--- src/rtl/load_store_unit_if.sv ---
// Request/response and byte-memory bundle for load_store_unit.
// Processor side uses master, the unit uses slave, and the data memory uses memory.
interface load_store_unit_if #(
  parameter int unsigned ADDR_W = 32
);
  logic              req_valid;
  logic              req_ready;
  logic              req_write;
  logic [1:0]        req_size;
  logic              req_signed;
  logic [ADDR_W-1:0] req_addr;
  logic [31:0]       req_wdata;

  logic              resp_valid;
  logic [31:0]       resp_rdata;
  logic              resp_err;

  logic [ADDR_W-1:0] mem_addr;
  logic [7:0]        mem_wdata;
  logic              mem_we;
  logic [7:0]        mem_rdata;

  modport master (
    output req_valid, req_write, req_size, req_signed, req_addr, req_wdata,
    input  req_ready, resp_valid, resp_rdata, resp_err
  );

  modport slave (
    input  req_valid, req_write, req_size, req_signed, req_addr, req_wdata, mem_rdata,
    output req_ready, resp_valid, resp_rdata, resp_err, mem_addr, mem_wdata, mem_we
  );

  modport memory (
    input  mem_addr, mem_wdata, mem_we,
    output mem_rdata
  );
endinterface

--- src/rtl/load_store_unit.sv ---
// Load/store unit: serialises byte/half/word accesses onto a byte-wide memory,
// big-endian, with alignment/size error detection and load sign extension.
module load_store_unit #(
  parameter int unsigned ADDR_W = 32
) (
  input logic              clk,
  input logic              rst_n,
  load_store_unit_if.slave bus
);

  typedef enum logic [1:0] {IDLE, XFER, RESP} state_t;

  state_t            state_q, state_d;
  logic [1:0]        cnt_q;
  logic [1:0]        last_q;
  logic [1:0]        size_q;
  logic              write_q;
  logic              signed_q;
  logic              err_q;
  logic [ADDR_W-1:0] addr_q;
  logic [31:0]       wdata_q;
  logic [31:0]       asm_q;

  logic              accept;
  logic              bad_req;
  logic              last_byte;
  logic [1:0]        byte_idx;
  logic [31:0]       load_ext;

  assign accept    = bus.req_valid && (state_q == IDLE);
  assign bad_req   = (bus.req_size == 2'b11) ||
                     ((bus.req_size == 2'b01) && bus.req_addr[0]) ||
                     ((bus.req_size == 2'b10) && (bus.req_addr[1:0] != 2'b00));
  assign last_byte = (cnt_q == last_q);

  always_ff @(posedge clk or negedge rst_n) begin
    if (!rst_n) state_q <= IDLE;
    else        state_q <= state_d;
  end

  always_comb begin
    state_d = state_q;
    case (state_q)
      IDLE:    if (accept) state_d = bad_req ? RESP : XFER;
      XFER:    if (last_byte) state_d = RESP;
      RESP:    state_d = IDLE;
      default: state_d = IDLE;
    endcase
  end

  always_ff @(posedge clk or negedge rst_n) begin
    if (!rst_n) begin
      cnt_q    <= '0;
      last_q   <= '0;
      size_q   <= '0;
      write_q  <= 1'b0;
      signed_q <= 1'b0;
      err_q    <= 1'b0;
      addr_q   <= '0;
      wdata_q  <= '0;
      asm_q    <= '0;
    end else if (accept) begin
      cnt_q    <= '0;
      size_q   <= bus.req_size;
      write_q  <= bus.req_write;
      signed_q <= bus.req_signed;
      err_q    <= bad_req;
      addr_q   <= bus.req_addr;
      wdata_q  <= bus.req_wdata;
      asm_q    <= '0;
      case (bus.req_size)
        2'b00:   last_q <= 2'd0;
        2'b01:   last_q <= 2'd1;
        default: last_q <= 2'd3;
      endcase
    end else if (state_q == XFER) begin
      cnt_q <= cnt_q + 2'd1;
      // First byte read is the most significant, so shifting left yields big-endian order.
      if (!write_q) asm_q <= {asm_q[23:0], bus.mem_rdata};
    end
  end

  always_comb begin
    load_ext = asm_q;
    case (size_q)
      2'b00:   load_ext = {{24{signed_q & asm_q[7]}},  asm_q[7:0]};
      2'b01:   load_ext = {{16{signed_q & asm_q[15]}}, asm_q[15:0]};
      default: load_ext = asm_q;
    endcase
  end

  assign byte_idx       = last_q - cnt_q;
  assign bus.req_ready  = (state_q == IDLE);
  assign bus.resp_valid = (state_q == RESP);
  assign bus.resp_err   = (state_q == RESP) && err_q;
  assign bus.resp_rdata = ((state_q == RESP) && !err_q && !write_q) ? load_ext : '0;
  assign bus.mem_addr   = (state_q == XFER) ? addr_q + ADDR_W'(cnt_q) : addr_q;
  assign bus.mem_we     = (state_q == XFER) && write_q;
  assign bus.mem_wdata  = bus.mem_we ? wdata_q[{byte_idx, 3'b000} +: 8] : '0;

endmodule

--- src/flat_wrapper.sv ---
// flat-port wrapper written by rule: the top's interface ports become plain ports
module load_store_unit_flat 
#(
  parameter int unsigned ADDR_W = 32
)
  (clk, rst_n, bus_req_valid, bus_req_write, bus_req_size, bus_req_signed, bus_req_addr, bus_req_wdata, bus_mem_rdata, bus_req_ready, bus_resp_valid, bus_resp_rdata, bus_resp_err, bus_mem_addr, bus_mem_wdata, bus_mem_we);
  load_store_unit_if #(.ADDR_W(ADDR_W)) bus_i ();
  input logic clk;
  input logic rst_n;
  input wire logic [$bits(bus_i.req_valid)-1:0] bus_req_valid;
  input wire logic [$bits(bus_i.req_write)-1:0] bus_req_write;
  input wire logic [$bits(bus_i.req_size)-1:0] bus_req_size;
  input wire logic [$bits(bus_i.req_signed)-1:0] bus_req_signed;
  input wire logic [$bits(bus_i.req_addr)-1:0] bus_req_addr;
  input wire logic [$bits(bus_i.req_wdata)-1:0] bus_req_wdata;
  input wire logic [$bits(bus_i.mem_rdata)-1:0] bus_mem_rdata;
  output wire logic [$bits(bus_i.req_ready)-1:0] bus_req_ready;
  output wire logic [$bits(bus_i.resp_valid)-1:0] bus_resp_valid;
  output wire logic [$bits(bus_i.resp_rdata)-1:0] bus_resp_rdata;
  output wire logic [$bits(bus_i.resp_err)-1:0] bus_resp_err;
  output wire logic [$bits(bus_i.mem_addr)-1:0] bus_mem_addr;
  output wire logic [$bits(bus_i.mem_wdata)-1:0] bus_mem_wdata;
  output wire logic [$bits(bus_i.mem_we)-1:0] bus_mem_we;
  assign bus_i.req_valid = bus_req_valid;
  assign bus_i.req_write = bus_req_write;
  assign bus_i.req_size = bus_req_size;
  assign bus_i.req_signed = bus_req_signed;
  assign bus_i.req_addr = bus_req_addr;
  assign bus_i.req_wdata = bus_req_wdata;
  assign bus_i.mem_rdata = bus_mem_rdata;
  assign bus_req_ready = bus_i.req_ready;
  assign bus_resp_valid = bus_i.resp_valid;
  assign bus_resp_rdata = bus_i.resp_rdata;
  assign bus_resp_err = bus_i.resp_err;
  assign bus_mem_addr = bus_i.mem_addr;
  assign bus_mem_wdata = bus_i.mem_wdata;
  assign bus_mem_we = bus_i.mem_we;
  load_store_unit #(.ADDR_W(ADDR_W)) u_core (.clk(clk), .rst_n(rst_n), .bus(bus_i));
endmodule
--- config.mk ---
export PLATFORM = sky130hd
export DESIGN_NAME = load_store_unit_flat
export DESIGN_NICKNAME = d
export VERILOG_FILES = /design/src/rtl/load_store_unit_if.sv /design/src/rtl/load_store_unit.sv /design/src/flat_wrapper.sv
export SDC_FILE = /design/constraint.sdc
export NUM_CORES = 1
export LEC_CHECK = 0
export BUFFER_PORTS_ARGS = -buffer_cell sky130_fd_sc_hd__buf_2
export CAP_MARGIN = 20
export CORE_MARGIN = 2
export CORE_UTILIZATION = 47
export DETAILED_ROUTE_END_ITERATION = 16
export PLACE_DENSITY = 0.79
export SKIP_LAST_GASP = 1
export SLEW_MARGIN = 20
export SYNTH_ARGS = -nofsm -noshare
export SYNTH_HDL_FRONTEND = slang
export SYNTH_SLANG_ARGS = --single-unit
--- constraint.sdc ---
create_clock -name clk -period 2.2 [get_ports clk]
set_clock_uncertainty 0.15 [all_clocks]
set_input_delay 0.44 -clock clk [delete_from_list [all_inputs] [get_ports clk]]
set_output_delay 0.44 -clock clk [all_outputs]
set_load 0.02 [all_outputs]
==> results of run 1 <==
layout by cell type, fill, tap and decap left out, types with 3 or more instances in the layout:
cell	instances
a21oi_1	3
a21oi_2	14
a21oi_4	10
and2_1	10
and3_1	5
and4_1	4
buf_12	7
buf_2	97
buf_4	75
buf_6	27
clkbuf_16	9
clkbuf_8	4
dfrtp_1	105
inv_1	21
mux2i_1	11
mux2i_4	4
nand2_1	256
nand3_1	40
nand4_1	12
nand4b_1	3
nor2_1	5
nor3_1	3
o21ai_0	27
o22ai_2	7
xnor2_2	24
xor2_1	4
power by group through the flow:
stage	combinational [W]	sequential (W)	clock (W)
floorplan	0.00333	0.00351	0
global placement	0.00466	0.00353	0
global route	0.00632	0.00375	0.00169
detailed placement	0.00481	0.00360	0
finish	0.00579	0.00364	0.00157
CTS	0.00537	0.00358	0.00160
path summary, 6_finish.rpt:
kind,end,cells past startpoint,slack (ns),from
setup / recovery,bus_mem_addr[26],8,-0.47,u_core.cnt_q[0]$_DFFE_PN0P_
hold / removal,u_core.wdata_q[4]$_DFFE_PN0P_,3,0.14,bus_req_wdata[4]
setup reg to reg,u_core.asm_q[15]$_DFFE_PN0P_,5,0.20,u_core.state_q[0]$_DFFE_PN0P_
hold reg to reg,u_core.wdata_q[28]$_DFFE_PN0P_,2,0.33,u_core.wdata_q[28]$_DFFE_PN0P_
max in group asynchronous,u_core.asm_q[7]$_DFFE_PN0P_,3,1.01,rst_n
min in group asynchronous,u_core.asm_q[21]$_DFFE_PN0P_,2,0.36,rst_n
layer usage:
| metal | global-route usage (%) | routed length, um | vias up | share of wire [%] |
|---|---|---|---|---|
| met5 | 0 | 11 | - | 0.075 |
| met4 | 8.23 | 252 | 2 | 1.7 |
| met3 | 3.76 | 904 | 19 | 6.2 |
| met2 | 37.6 | 7030 | 181 | 48 |
| met1 | 31.8 | 6460 | 2393 | 44 |
| li1 | - | - | 2464 | - |
registers in the layout (all words and copies together) (netlist names):
register and cells:
u_core.addr_q 32, u_core.cnt_q 2, u_core.write_q 1, u_core.last_q 2, u_core.size_q 2, u_core.err_q 1, u_core.signed_q 1, u_core.state_q 2
u_core.wdata_q 32, u_core.asm_q 32
through the flow:
step | util (%) | hold slack [ns]
floorplan | - | -0.00559
global placement | 60.3 | 0.159
detailed placement | 60.3 | 0.160
CTS | 65.8 | 0.131
global route | 68.7 | 0.145
finish | 68.7 | 0.138
cell families (layout without fill, tap and decap cells):
| family | count (synthesis) | in the layout |
|---|---|---|
| fa+ha+maj | 4 | 4 |
| simple gates | 356 | 356 |
| compound gates | 69 | 69 |
| mux | 17 | 17 |
| flops | 107 | 107 |
| buf+inv | 62 | 247 |
| xor+xnor | 32 | 32 |
area by class of cell:
type | count | area, um2 | share of cell area (%)
Sequential cell | 107 | 2680 | 34.5
Inverter | 22 | 82.6 | 1.06
Clock inverter | 1 | 5.00 | 0.0643
Tap cell | 143 | 179 | 2.30
Multi-Input combinational cell | 478 | 3000 | 38.6
Clock buffer | 15 | 288 | 3.70
Timing Repair Buffer | 209 | 1550 | 19.9
worst register-to-register path, cell delays in order (launching register included):
cell,delay [ns]
dfrtp_1,0.41
buf_4,0.17
or3b_4,0.50
o21a_1,0.37
nand2_1,0.15
o21ai_0,0.10
what timing repair did:
item                                    4_1_cts  5_1_grt
buffers inserted                              3        3
pin swaps                                    16        4
gates resized for setup                      81       72
hold buffers                                  1        0
cloned                                        2        0
endpoints found under the hold margin        12        0
endpoints found under the setup margin       67       68
==> flow_summary.ini, run 1 <==
[pwr]
switchingPower_w = 0.00468
p_leak_nw = 4.00
p_per_area_mw_per_mm2 = 1410
peakVddDrop_v = 0.000684
p_seq_share_pct = 33.1
combPwrFrac_pct = 52.6
p_total_w = 0.0110
internal_power_w = 0.00632
clock_power_share_pct = 14.3
switching_share_pct = 42.5

[synthesis]
yosysWarningCount = 0
synth_compound_gate_area_share_pct = 6.69
synth_top_family_by_area = simple AND/OR/NAND/NOR gates
avgSynthCellArea_um2 = 8.38
muxShareOfSynthArea_pct = 3.14
synth_cell_type_count = 38
ys_top_cells_by_count = nand2_1 (256), dfrtp_1 (107), nand3_1 (42)
yosys.cell_count.top_type = nand2_1
syn_inst = 647
synthArstFlopShare_pct = 100
synth_flop_cell = dfrtp_1
synthAdderAreaFrac_pct = 1.06
synth_edf_count = 0
synth.area.top_cells = dfrtp_1 (49%), nand2_1 (18%), xnor2_1 (4.2%)
syn_area_mm2 = 0.00542
yosysTopAreaCell = dfrtp_1
synth_xor_area_share_pct = 5.65
synth_nets = 730
synth-simple-area-share_pct = 28.7
synth-seq-area-share_pct = 49.4
synth_top_area_share_pct = 49.4
ys_seq_elements = 107

[place]
dpl_cell_area_mm2 = 0.00682
gp_congestion = 0.873
buffer_ports.inserted = 154
dp_slack_ns = -0.138
dp.cells = 950
dp_hpwl_um = 9910

[worst_setup_path]
crit_type = register to primary output
worstPathRequired_ns = 1.61
start_kind = register
crit_buf_inv = 3
cpLargestDelayFamily = adder cells
crit_chain = ha_2 -> inv_2 -> fa_2 -> nor3_4 -> buf_12 -> nand4b_1 -> xnor2_2 -> buf_4
cpPeakStageDelay_ns = 0.36
crit_arrival_ns = 2.08
cpMaxStageDelayCell = dfrtp_1
crit_fanout = 13
crit_path_end_kind = primary output

[sta]
slew_headroom_pct = 58.0
setup_tns_ns = -15.56
layout_setup_ws_ns = -0.468
drv_slew = 0
rsz0062_at_grt = yes
tightest_slew_ns = 0.631
setup_viol = 60
fmax_mhz = 375
finalWorstPathRequiredPeriod_ns = 2.67
hold_viol_final = 0
timing.final.crit_share_pct = 121

[die]
die_y_um = 111
start_util_pct = 47.9
die_area_mm2 = 0.0124
die-width_um = 111
coreArea_mm2 = 0.0113
core.rowCount = 39
ioPinCount = 155

[finish]
fin_nets = 910
layout.cells.non_filler = 975
area_delta_synth_final_pct = 43.5
fin_area_mm2 = 0.00778
n_antenna_cell = 0
fillCellCount = 869
drive_above_1_share_pct = 37.0

[global_route]
grtUsageTotal_pct = 23.1
grt_max_degree = 51
grt_antenna_before_repair = 1
grt_pass1_vias = 4993
gr-total-overflow = 0
grt_pass1_wl_um = 23600

[clock_network]
cts_tree = built
clk_pin_slew_worst_paths_ns = 0.07
cts_sinks = 107
clockBufferDepth = 2
root_buffer = clkbuf_16
h-tree-depth = 3
worstSkewPairLatency_ns = 0.34
cts_buffers = 9

[detailed_routing]
firstDrtPassIters = 5
ant_nets = 0
drc = 0
num_vias = 5059
wl_per_cell_um = 15.0
via_per_inst = 5.19
totalWireLength_um = 14700
drt_iter0_drc = 424

[flow_run]
cap_violations = 0

[status]
outcome = finished, violations left
violations = negative setup slack

[worst_hold_path]
worst_hold_path_type = input pin to register
No activity file was read; power rests on OpenSTA's default activity.
==> run 2, diff against run 1 <==
--- a/config.mk
+++ b/config.mk
@@ -11,7 +11,6 @@
 export CORE_UTILIZATION = 47
 export DETAILED_ROUTE_END_ITERATION = 16
 export PLACE_DENSITY = 0.79
-export SKIP_LAST_GASP = 1
 export SLEW_MARGIN = 20
 export SYNTH_ARGS = -nofsm -noshare
 export SYNTH_HDL_FRONTEND = slang
==> run 2 against run 1 <==
Against the previous run:
- the flow still finishes with violations (negative setup slack)
- hold slack improved by 0.0024 ns
- highest routed layer unchanged
- die area unchanged
- wire length increased by 0.83%
- sequential power about the same
- register-to-register slack about the same
- critical endpoint is now bus_mem_addr[28]
- non-clock buffer count unchanged
- count of clock-buffer cells in the layout unchanged
- combinational power about the same
- maximum frequency decreased by 0.50%
- sequential share of layout area decreased by 0.15 points
- utilization increased by 0.30 points
- global-route usage increased by 0.12 points
==> flow_summary.ini, run 2 (same netlist as run 1, synthesis figures left out) <==
[status]
outcome = finished, violations left
violations = negative setup slack

[global_route]
grt_antenna_before_repair = 1
grt_pass1_vias = 4996
grt_max_degree = 51
gr-total-overflow = 0
grtUsageTotal_pct = 23.3
grt_pass1_wl_um = 23700

[pwr]
peakVddDrop_v = 0.000690
p_leak_nw = 4.00
p_per_area_mw_per_mm2 = 1410
p_total_w = 0.0110

[sta]
setup_viol = 61
drv_slew = 0
rsz0062_at_grt = yes
tightest_slew_ns = 0.624
finalWorstPathRequiredPeriod_ns = 2.68
hold_viol_final = 0
fmax_mhz = 373
timing.final.crit_share_pct = 122
slew_headroom_pct = 58.4
layout_setup_ws_ns = -0.482

[clock_network]
cts_tree = built
clockBufferDepth = 2
worstSkewPairLatency_ns = 0.34
h-tree-depth = 3
cts_sinks = 107
cts_buffers = 9
clk_pin_slew_worst_paths_ns = 0.07
root_buffer = clkbuf_16

[die]
die-width_um = 111
start_util_pct = 47.9
ioPinCount = 155
die_y_um = 111
coreArea_mm2 = 0.0113
die_area_mm2 = 0.0124
core.rowCount = 39

[place]
buffer_ports.inserted = 154
gp_congestion = 0.873
dp.cells = 950
dp_hpwl_um = 9910

[worst_setup_path]
crit_path_end_kind = primary output
crit_fanout = 13
start_kind = register
worstPathRequired_ns = 1.61
crit_type = register to primary output
crit_arrival_ns = 2.09

[detailed_routing]
via_per_inst = 5.21
ant_nets = 0
firstDrtPassIters = 5
drt_iter0_drc = 497
totalWireLength_um = 14800
num_vias = 5079
drc = 0
wl_per_cell_um = 15.2

[worst_hold_path]
worst_hold_path_type = input pin to register

[finish]
drive_above_1_share_pct = 37.4
fin_nets = 910
area_delta_synth_final_pct = 44.1
final_common_cell = nand2_1
final_cell_mix = nand2_1 (256), dfrtp_1 (105), buf_2 (90)
top_regs = u_core.addr_q x32, u_core.asm_q x32, u_core.wdata_q x32
n_antenna_cell = 0
layout.cells.non_filler = 975

[flow_run]
cap_violations = 0
-- run 2: cell type report --
cell class,count,area [um2]
fillers,861,3510
well taps,143,179
inverters,22,82.6
clock buffers,15,288
repair buffers,209,1560
flip-flops and latches,107,2680
clock inverters,1,5.00
multi-input cells,478,3010
-- run 2: where the power goes --
| part | leakage [nW] | total, W | internal, W | switching (W) |
|---|---|---|---|---|
| Combinational | 2.51 | 0.00581 | 0.00255 | 0.00326 |
| Sequential | 1.35 | 0.00364 | 0.00289 | 0.000746 |
| Clock | 0.146 | 0.00157 | 0.000892 | 0.000678 |
| Total | 4.00 | 0.0110 | 0.00633 | 0.00468 |
-- run 2: metal layers --
layer,global-route usage (%),vias to the layer above,share of wire [%]
met5,0,-,0.074
met4,7.98,2,2.2
met3,3.76,28,5.6
met2,37.8,187,48
met1,32.0,2406,44
li1,-,2456,-
-- run 2: what timing repair did --
item	4_1_cts	5_1_grt
setup endpoints to repair	67	68
buffers inserted	3	3
gates resized for setup	93	72
hold endpoints to repair	12	0
hold buffers	1	0
gates cloned	2	0
pin swaps	16	5
-- run 2: final timing paths --
| path | slack, ns | end | from | depth (start not counted) |
|---|---|---|---|---|
| max reg2reg | 0.21 | u_core.asm_q[15]$_DFFE_PN0P_ | u_core.state_q[0]$_DFFE_PN0P_ | 5 |
| min in group asynchronous | 0.36 | u_core.asm_q[27]$_DFFE_PN0P_ | rst_n | 2 |
| min reg2reg | 0.33 | u_core.wdata_q[28]$_DFFE_PN0P_ | u_core.wdata_q[28]$_DFFE_PN0P_ | 2 |
| min | 0.14 | u_core.wdata_q[4]$_DFFE_PN0P_ | bus_req_wdata[4] | 3 |
| max in group asynchronous | 1.01 | u_core.asm_q[7]$_DFFE_PN0P_ | rst_n | 3 |
| max | -0.48 | bus_mem_addr[28] | u_core.cnt_q[0]$_DFFE_PN0P_ | 8 |
-- run 2: through the flow --
stage / setup slack (ns) / setup TNS (ns) / utilization, % / hold slack [ns] / instance area [um2]
after floorplan: -0.0969 / -0.538 / - / -0.00559 / 5660
after global placement: -0.0748 / -0.814 / 60.3 / 0.159 / 6820
after detailed placement: -0.138 / -2.03 / 60.3 / 0.160 / 6820
after CTS: -0.493 / -15.67 / 66.1 / 0.131 / 7480
after global routing: -0.593 / -20.67 / 69.0 / 0.145 / 7810
final: -0.482 / -15.26 / 69.0 / 0.140 / 7810
-- run 2: critical path: stages (launching register included) --
cell	delay [ns]
dfrtp_1	0.36
ha_2	0.19
inv_2	0.04
fa_2	0.36
nor3_4	0.17
buf_12	0.16
nand4_1	0.15
xnor2_2	0.18
buf_4	0.15
==> run 3, diff against run 2 <==
--- a/config.mk
+++ b/config.mk
@@ -5,10 +5,11 @@
 export SDC_FILE = /design/constraint.sdc
 export NUM_CORES = 1
 export LEC_CHECK = 0
-export BUFFER_PORTS_ARGS = -buffer_cell sky130_fd_sc_hd__buf_2
+export BUFFER_PORTS_ARGS = -buffer_cell sky130_fd_sc_hd__buf_4
 export CAP_MARGIN = 20
 export CORE_MARGIN = 2
 export CORE_UTILIZATION = 47
+export CTS_CLUSTER_SIZE = 14
 export DETAILED_ROUTE_END_ITERATION = 16
 export PLACE_DENSITY = 0.79
 export SLEW_MARGIN = 20
==> run 3 against run 2 <==
Against the previous run:
- the run still ends with negative setup slack left
- count of clock-buffer cells in the layout fell by 2
- utilization up 2.5 points
- final cell count grew 0.51%
- register-to-register slack better by 0.05 ns
- design area increased by 3.6%
- sequential power increased by 1%
- wire length grew 2.8%
- hold slack got worse by 0.0028 ns
- via count up 1.1%
- maximum frequency down 0.51%
- largest power group unchanged
==> flow_summary.ini, run 3 (same netlist as run 1, synthesis figures left out) <==
[status]
outcome = finished, violations left
violations = negative setup slack

[clock_network]
h-tree-depth = 3
cts_sinks = 107
worstSkewPairLatency_ns = 0.34
clk_pin_slew_worst_paths_ns = 0.07
clockBufferDepth = 2
cts_buffers = 9
cts_tree = built
root_buffer = clkbuf_16

[sta]
setup_viol = 63
drv_slew = 0
finalWorstPathRequiredPeriod_ns = 2.70
rsz0062_at_grt = yes
tightest_slew_ns = 0.654
setup_tns_ns = -17.44
fmax_mhz = 371
layout_setup_ws_ns = -0.495
timing.final.crit_share_pct = 123
slew_headroom_pct = 56.4
hold_viol_final = 0

[detailed_routing]
ant_nets = 0
totalWireLength_um = 15200
wl_per_cell_um = 15.5
via_per_inst = 5.24
drc = 0
num_vias = 5137
firstDrtPassIters = 5
drt_iter0_drc = 397

[worst_hold_path]
hold-path-cell-count = 3
holdPathEnd = u_core.wdata_q[23]$_DFFE_PN0P_
hold_path_startpoint = bus_req_wdata[23]
worst_hold_path_type = input pin to register

[finish]
n_antenna_cell = 0
final_cell_mix = nand2_1 (256), buf_4 (180), dfrtp_1 (104)
area_delta_synth_final_pct = 49.2
top_regs = u_core.addr_q x32, u_core.asm_q x32, u_core.wdata_q x32
fin_nets = 916
final_common_cell = nand2_1
drive_above_1_share_pct = 38.7

[worst_setup_path]
crit_fanout = 13
crit_type = register to primary output
cpLargestDelayFamily = adder cells
worstPathRequired_ns = 1.61
cpPeakStageDelay_ns = 0.36
crit_buf_inv = 3
r2r_end = u_core.asm_q[15]$_DFFE_PN0P_
regToRegStartpoint = u_core.state_q[0]$_DFFE_PN0P_
start_kind = register
r2r_slack_ns = 0.26
cpMaxStageDelayCell = dfrtp_1
crit_chain = ha_2 -> inv_2 -> fa_2 -> nor3_4 -> buf_12 -> nand4_1 -> xnor2_2 -> buf_4
crit_path_end_kind = primary output
crit_arrival_ns = 2.11
cp.depth = 8
reg2reg_depth = 5

[flow_run]
cap_violations = 0

[die]
ioPinCount = 155
core.rowCount = 39
coreArea_mm2 = 0.0113
die-width_um = 111
die_y_um = 111
start_util_pct = 47.9
die_area_mm2 = 0.0124

[global_route]
use_met1_pct = 33.3
gr-total-overflow = 0
top_usage_layer = met2
grt_max_degree = 48
grt_util_met2_pct = 41.6
grt_antenna_before_repair = 0
grtUsageTotal_pct = 25.0
grt_pass1_vias = 5342
use_met3_pct = 4.95
grt_pass1_wl_um = 25500

[place]
buffer_ports.inserted = 154
dp_hpwl_um = 10400
gp_congestion = 0.868

[pwr]
p_per_area_mw_per_mm2 = 1410
p_leak_nw = 4.09
p_total_w = 0.0114
peakVddDrop_v = 0.000791
[run 3: changes by cell type in the layout (fill, tap and decap cells not counted), moves of 2 or more]
| cell | before | now |
|---|---|---|
| mux2i_1 | 11 | 6 |
| buf_4 | 81 | 180 |
| a21oi_4 | 10 | 7 |
| clkbuf_8 | 4 | 2 |
| mux2i_2 | 2 | 6 |
| buf_6 | 28 | 26 |
| a21oi_2 | 14 | 18 |
| nand3_2 | 5 | 3 |
| buf_2 | 90 | 0 |
[run 3: worst register-to-register path, cell delays in order, from the launching register on]
cell     delay, ns
dfrtp_1       0.42
buf_4         0.17
or3b_4        0.45
o21a_1        0.36
nand2_1       0.15
o21ai_0       0.09
[run 3: through the flow]
stage	setup WS [ns]	instances	util (%)	instance area (um2)	hold slack, ns
after floorplan	-0.0969	647	-	5660	-0.00559
after global placement	-0.0633	952	63.8	7220	0.256
after detailed placement	-0.173	952	63.8	7220	0.268
after CTS	-0.522	979	69.8	7910	0.126
after global routing	-0.624	980	71.5	8090	0.137
final	-0.495	980	71.5	8090	0.137
[run 3: layout make-up]
type	instances	area, um2
Fill cell	846	3230
Timing Repair Buffer	215	1810
Tap cell	143	179
Sequential cell	107	2680
Inverter	22	82.6
Clock inverter	2	35.0
Multi-Input combinational cell	478	3040
Clock buffer	13	260
[run 3: how the worst max path moves through the flow]
stage / startpoint / endpoint / slack, ns
global route: u_core.cnt_q[0]$_DFFE_PN0P_ / bus_mem_addr[28] / -0.62
finish: u_core.cnt_q[0]$_DFFE_PN0P_ / bus_mem_addr[30] / -0.50
floorplan: u_core.cnt_q[0]$_DFFE_PN0P_ / bus_mem_addr[28] / -0.1
detailed placement: u_core.cnt_q[0]$_DFFE_PN0P_ / bus_mem_addr[30] / -0.17
CTS: u_core.cnt_q[0]$_DFFE_PN0P_ / bus_mem_addr[30] / -0.52
global placement: u_core.cnt_q[0]$_DFFE_PN0P_ / bus_mem_addr[26] / -0.06
[run 3: where the power goes]
group	internal, W	total [W]	leakage (nW)	switching (W)
Combinational	0.00276	0.00609	2.60	0.00333
Sequential	0.00290	0.00369	1.34	0.000791
Clock	0.000938	0.00160	0.146	0.000662
[run 3: per-layer routing]
metal | wire length [um] | share of wire [%]
met2 | 7590 | 50
met4 | 196 | 1.3
met1 | 6470 | 43
met5 | 0 | 0
met3 | 939 | 6.2
[run 3: what timing repair did]
action                                 4_1_cts  5_1_grt
buffers inserted                            10        5
pin swaps                                   16       11
hold buffers                                 1        0
setup endpoints to repair                   63       72
cloned                                       2        0
resized for setup                           67       40
endpoints found under the hold margin       30        0
